`config.mk`:
```
export PLATFORM = sky130hd
export DESIGN_NAME = mem_ctrl
export DESIGN_NICKNAME = d
export VERILOG_FILES = /design/src/rtl/mem_ctrl.sv
export SDC_FILE = /design/constraint.sdc
export NUM_CORES = 1
export LEC_CHECK = 0
export BUFFER_PORTS_ARGS = -buffer_cell sky130_fd_sc_hd__buf_2
export CAP_MARGIN = 5
export CORE_UTILIZATION = 49
export CTS_BUF_LIST = sky130_fd_sc_hd__clkbuf_16
export CTS_CLUSTER_DIAMETER = 80
export DETAILED_ROUTE_END_ITERATION = 8
export PLACE_DENSITY = 0.77
export SYNTH_ARGS = -nofsm -noshare
export SYNTH_HDL_FRONTEND = slang
export SYNTH_SLANG_ARGS = --single-unit
export TNS_END_PERCENT = 1
```
`constraint.sdc`:
```
create_clock -name clk -period 3 [get_ports clk]
set_clock_uncertainty 0.2 [all_clocks]
set_input_delay 0.15 -clock clk [delete_from_list [all_inputs] [get_ports clk]]
set_output_delay 0.15 -clock clk [all_outputs]
set_load 0.02 [all_outputs]
```
`src/rtl/mem_ctrl.sv`:
```
// Byte-serial memory controller: arbitrates fetch and MEM masters onto one 8-bit RAM port,
// splitting accesses into byte transfers and reassembling read data little-endian.
module mem_ctrl #(
    parameter int ADDR_WIDTH = 32,
    parameter int DATA_WIDTH = 32
) (
    input  logic                  clk,
    input  logic                  rst,
    input  logic                  if_req_i,
    input  logic [ADDR_WIDTH-1:0] if_addr_i,
    input  logic                  if_flush_i,
    output logic                  if_done_o,
    output logic [DATA_WIDTH-1:0] if_data_o,
    input  logic                  mem_req_i,
    input  logic                  mem_we_i,
    input  logic [1:0]            mem_len_i,
    input  logic [ADDR_WIDTH-1:0] mem_addr_i,
    input  logic [DATA_WIDTH-1:0] mem_wdata_i,
    output logic                  mem_done_o,
    output logic [DATA_WIDTH-1:0] mem_rdata_o,
    input  logic [7:0]            ram_din_i,
    output logic [7:0]            ram_dout_o,
    output logic [ADDR_WIDTH-1:0] ram_a_o,
    output logic                  ram_wr_o
);

    typedef enum logic [1:0] {IDLE, READ, WRITE, DONE} state_t;

    state_t                state_q, state_d;
    logic [ADDR_WIDTH-1:0] ramAddr_q, ramAddr_d;
    logic [2:0]            numBytes_q, numBytes_d;
    logic [2:0]            byteCnt_q, byteCnt_d;
    logic                  ownerIf_q, ownerIf_d;
    logic [DATA_WIDTH-1:0] wdata_q, wdata_d;
    logic [DATA_WIDTH-1:0] capture_q, capture_d;
    logic [DATA_WIDTH-1:0] ifData_q, ifData_d;
    logic [DATA_WIDTH-1:0] memData_q, memData_d;
    logic [1:0]            lane;

    assign lane = byteCnt_q[1:0] - 2'd1;

    always_ff @(posedge clk or negedge rst) begin
        if (!rst) begin
            state_q    <= IDLE;
            ramAddr_q  <= '0;
            numBytes_q <= '0;
            byteCnt_q  <= '0;
            ownerIf_q  <= 1'b0;
            wdata_q    <= '0;
            capture_q  <= '0;
            ifData_q   <= '0;
            memData_q  <= '0;
        end else begin
            state_q    <= state_d;
            ramAddr_q  <= ramAddr_d;
            numBytes_q <= numBytes_d;
            byteCnt_q  <= byteCnt_d;
            ownerIf_q  <= ownerIf_d;
            wdata_q    <= wdata_d;
            capture_q  <= capture_d;
            ifData_q   <= ifData_d;
            memData_q  <= memData_d;
        end
    end

    // ramAddr_q doubles as the running byte address; it stops on the last byte so it holds afterwards.
    always_comb begin
        state_d    = state_q;
        ramAddr_d  = ramAddr_q;
        numBytes_d = numBytes_q;
        byteCnt_d  = byteCnt_q;
        ownerIf_d  = ownerIf_q;
        wdata_d    = wdata_q;
        capture_d  = capture_q;
        ifData_d   = ifData_q;
        memData_d  = memData_q;
        case (state_q)
            IDLE: begin
                if (mem_req_i) begin
                    ramAddr_d = mem_addr_i;
                    ownerIf_d = 1'b0;
                    wdata_d   = mem_wdata_i;
                    capture_d = '0;
                    byteCnt_d = '0;
                    case (mem_len_i)
                        2'b00:   numBytes_d = 3'd1;
                        2'b01:   numBytes_d = 3'd2;
                        default: numBytes_d = 3'd4;
                    endcase
                    state_d = mem_we_i ? WRITE : READ;
                end else if (if_req_i && !if_flush_i) begin
                    ramAddr_d  = if_addr_i;
                    ownerIf_d  = 1'b1;
                    wdata_d    = '0;
                    capture_d  = '0;
                    byteCnt_d  = '0;
                    numBytes_d = 3'd4;
                    state_d    = READ;
                end
            end
            READ: begin
                if (ownerIf_q && if_flush_i) begin
                    state_d   = IDLE;
                    capture_d = '0;
                    byteCnt_d = '0;
                end else begin
                    if (byteCnt_q != 3'd0) begin
                        capture_d[{lane, 3'b000} +: 8] = ram_din_i;
                    end
                    if (byteCnt_q == numBytes_q) begin
                        state_d = DONE;
                        if (ownerIf_q) begin
                            ifData_d = capture_d;
                        end else begin
                            memData_d = capture_d;
                        end
                    end else begin
                        byteCnt_d = byteCnt_q + 3'd1;
                        if (byteCnt_q + 3'd1 < numBytes_q) begin
                            ramAddr_d = ramAddr_q + ADDR_WIDTH'(1);
                        end
                    end
                end
            end
            WRITE: begin
                if (byteCnt_q == numBytes_q - 3'd1) begin
                    state_d   = DONE;
                    memData_d = capture_q;
                end else begin
                    byteCnt_d = byteCnt_q + 3'd1;
                    ramAddr_d = ramAddr_q + ADDR_WIDTH'(1);
                end
            end
            DONE: begin
                state_d = IDLE;
            end
            default: begin
                state_d = IDLE;
            end
        endcase
    end

    assign ram_a_o     = ramAddr_q;
    assign ram_wr_o    = (state_q == WRITE);
    assign ram_dout_o  = (state_q == WRITE) ? wdata_q[{byteCnt_q[1:0], 3'b000} +: 8] : 8'h00;
    assign if_done_o   = (state_q == DONE) && ownerIf_q;
    assign mem_done_o  = (state_q == DONE) && !ownerIf_q;
    assign if_data_o   = ifData_q;
    assign mem_rdata_o = memData_q;

endmodule

```
==> flow_metrics.py <==
metrics = {
    "timing": {
        "slew_violations": 0,
        "finalSetupViolations": 0,
        "period_share": 0.910,
        "hold_viol": 0,
        "fin_tns_setup_ps": 0,
        "relSlewSlack": 0.452,
        "max_freq_mhz": 366,
        "rsz0062_at_grt": "no",
        "worstMarginPinSlew_ps": 821,
        "period_needed_ps": 2730,
    },
    "floorplan": {
        "die_h_um": 138,
        "dieArea_sq_um": 19100,
        "ioPinCount": 219,
        "start_util": 0.503,
        "fp-row-count": 49,
        "core_sq_um": 18100,
        "die_w_um": 138,
    },
    "worst_setup_path": {
        "cp.depth": 6,
        "critPathCaptureType": "flip-flop",
        "crit_chain": "buf_4, ha_1, or4b_1, and3_1, nand2_2, mux2_2",
        "startpoint_type": "flip-flop",
        "critPathMaxFanout": 18,
        "path_class": "reg2reg",
        "arrival_ps": 2850,
        "critPathRequiredTime_ps": 3120,
        "cpMaxStageDelayCell": "or4b_1",
        "path_buf_inv": 1,
        "r2r_cells": 6,
        "max_stage_delay_ps": 550,
        "cp_top_family": "simple AND/OR/NAND/NOR gates",
    },
    "global_route": {
        "gr-total-overflow": 0,
        "grt_pass1_vias": 8056,
        "grt_first_pass_wirelength_um": 41100,
        "antenna_found_initial": 0,
        "grt_use_total": 0.266,
        "grt_max_degree": 75,
    },
    "synthesis": {
        "synth_xor_area_frac": 0.00632,
        "synthArstFlopShare": 1.00,
        "syn_nets": 1044,
        "synth-compound-area-share": 0.198,
        "synth_fa_ha_area_frac": 0.0220,
        "ys_ff_latch": 169,
        "synth_ff_type": "dfrtp_1",
        "ys_warn_count": 0,
        "synth-edff-count": 0,
        "synth-seq-area-share": 0.465,
        "synthSimpleGateAreaFrac": 0.172,
        "synth_cells": 916,
        "synth_area_sq_um": 9100,
        "synth_top_family_by_area": "compound AO/OA/AOI/OAI gates",
        "synthDistinctLibCells": 57,
        "synth.area.mux_share": 0.0994,
        "syn_area_per_cell_sq_um": 9.94,
    },
    "clock_tree": {
        "clk-insertion-delay-late_ps": 430,
        "postCtsSetupBuffers": 0,
        "htree_levels": 4,
        "root_buffer": "clkbuf_16",
        "clkTransAtPathRegs_ps": 70,
        "cts_buffers": 17,
        "cts_tree": "yes",
        "clock_path_buffers": 2,
        "cts.sinks": 169,
    },
    "cells_and_area": {
        "fin_util": 0.648,
        "area_delta_synth_final_pct": 28.8,
        "num-nets-final": 1305,
        "stdcell_area_sq_um": 11700,
        "diodes": 0,
        "drive_gt1_frac": 0.273,
    },
    "pwr": {
        "power_uw": 11800,
        "power_density_nw_per_um2": 1010,
        "max-vdd-ir-drop_mv": 0.635,
        "power_leakage_uw": 0.00561,
    },
    "detailed_routing": {
        "dr_total_vias": 8465,
        "dr.pass1.iters": 7,
        "drc": 20,
        "drtIter0Drc": 654,
        "avgViaCountPerCell": 5.97,
        "drtAntennaViolNets": 0,
        "routed_wl_um": 25000,
        "wl_per_cell_um": 17.6,
    },
    "placed_design": {
        "place_area_sq_um": 10500,
        "port_buffers": 218,
        "hpwl_um": 16100,
        "place_congestion": 0.889,
    },
    "min_path": {
        "whs_path_depth": 4,
        "hold_path.class": "in2reg",
    },
    "outcome": {
        "status": "finished, violations left",
        "violations": "design-rule violations",
    },
    "flow_run": {
        "max-cap-violations": 0,
    },
}
[timing repair]
item / in CTS / in global routing
hold buffers: 68 / 0
endpoints found under the setup margin: 0 / 6
endpoints found under the hold margin: 145 / 0
resized for setup: 0 / 1
[registers in the layout, indices dropped and copies added, names as in the netlist, 2 cells and up]
signal	count
byteCnt_q	3
capture_q	32
ram_a_o	32
state_q	2
mem_rdata_o	32
numBytes_q	3
if_data_o	32
wdata_q	32
[tightest hold or removal path: cells and delay by family]
family,cells,cell delay [ps]
AO/OA/AOI/OAI,1,130
AND/OR/NAND/NOR,1,180
multiplexers,1,70
buffers and inverters,1,70
[logic make-up after synthesis]
group | after synthesis
xor+xnor | 5
buf+inv | 83
fa+ha+maj | 16
mux | 76
compound gates | 261
flops | 169
simple gates | 306
[power by group]
part | switching [uW] | internal (uW)
Clock | 949 | 1230
Combinational | 3700 | 2340
Sequential | 653 | 2980
[cell type report]
cell class,count,area (sq um)
fill,1408,6360
multi-input combinational,664,4540
sequential,169,4230
timing repair buffer,313,2040
clock buffer,17,425
tap,229,287
clock inverter,15,150
inverter,12,45.0
[per-layer routing]
layer  up-vias  wire (um)  GRT usage
li1       3928          -          -
met1      4103      11000      0.354
met3        47       1520     0.0558
met2       387      11900      0.432
met4         0        548     0.0952
met5         -          0          0
[Yosys cell counts (6+ instances only)]
cell      number  area, sq um
nor2b_1       26          163
a22oi_1       16          120
and4_1         8         70.1
mux2_2        35          394
dfrtp_1      169         4230
a32o_1         8         80.1
o21ai_0       62          310
ha_1          16          200
nor3_1         8         40.0
inv_1         12         45.0
buf_2         11         55.1
nand3_1       24          120
and3_1        20          125
a31oi_1       12         75.1
or4_1          7         52.6
a2111o_1       6         67.6
mux2i_1       33          330
a211oi_1      26          195
clkbuf_1      44          165
mux4_2         8          180
nor2_1        49          184
o41ai_1        6         52.6
a21oi_1       50          250
a22o_1        33          289
nand2b_1      13         81.3
buf_1         12         45.0
a211o_1       12          105
o211ai_1       6         45.0
and2_1        13         81.3
nand4_1       12         75.1
nor4_1        13         81.3
a32oi_1        8         70.1
nand2_1       98          368
[worst paths after layout]
| path | to | slack [ps] | from |
|---|---|---|---|
| max reg2reg | ram_a_o[0] | 270 | byteCnt_q[0] |
| min | ram_a_o[2] | 10 | if_addr_i[2] |
| max in group asynchronous | wdata_q[14] | 1740 | rst |
| max | ram_a_o[0] | 270 | byteCnt_q[0] |
| min in group asynchronous | if_data_o[15] | 110 | rst |
| min reg2reg | mem_rdata_o[7] | 290 | mem_rdata_o[7] |
[placed cells by master, fill, tap and decap left out, drive strengths merged, types with 7 or more instances in the layout]
| cell | count |
|---|---|
| a31oi | 12 |
| a211o | 12 |
| nand2 | 99 |
| and4 | 8 |
| mux2i | 33 |
| a22o | 33 |
| ha | 16 |
| nor3 | 8 |
| dfrtp | 169 |
| inv | 17 |
| nor4 | 14 |
| clkbuf | 17 |
| nand4 | 12 |
| a32o | 8 |
| and3 | 21 |
| dlygate4sd3 | 68 |
| a22oi | 16 |
| a21oi | 50 |
| a211oi | 27 |
| nand3 | 24 |
| mux2 | 35 |
| o21ai | 64 |
| and2 | 14 |
| nand2b | 13 |
| mux4 | 8 |
| nor2 | 49 |
| buf | 245 |
| or4 | 7 |
| a32oi | 8 |
| nor2b | 26 |
[stage by stage]
stage               setup slack [ps]  hold slack, ps  cells
CTS                             70.4            3.99   1419
global placement                 105            33.6   1319
global route                     143            48.3   1419
finish                           271            12.5   1419
detailed placement              87.0            31.9   1319
floorplan                       70.0            -346    916
Note: power is estimated with default switching activity, not from simulation.
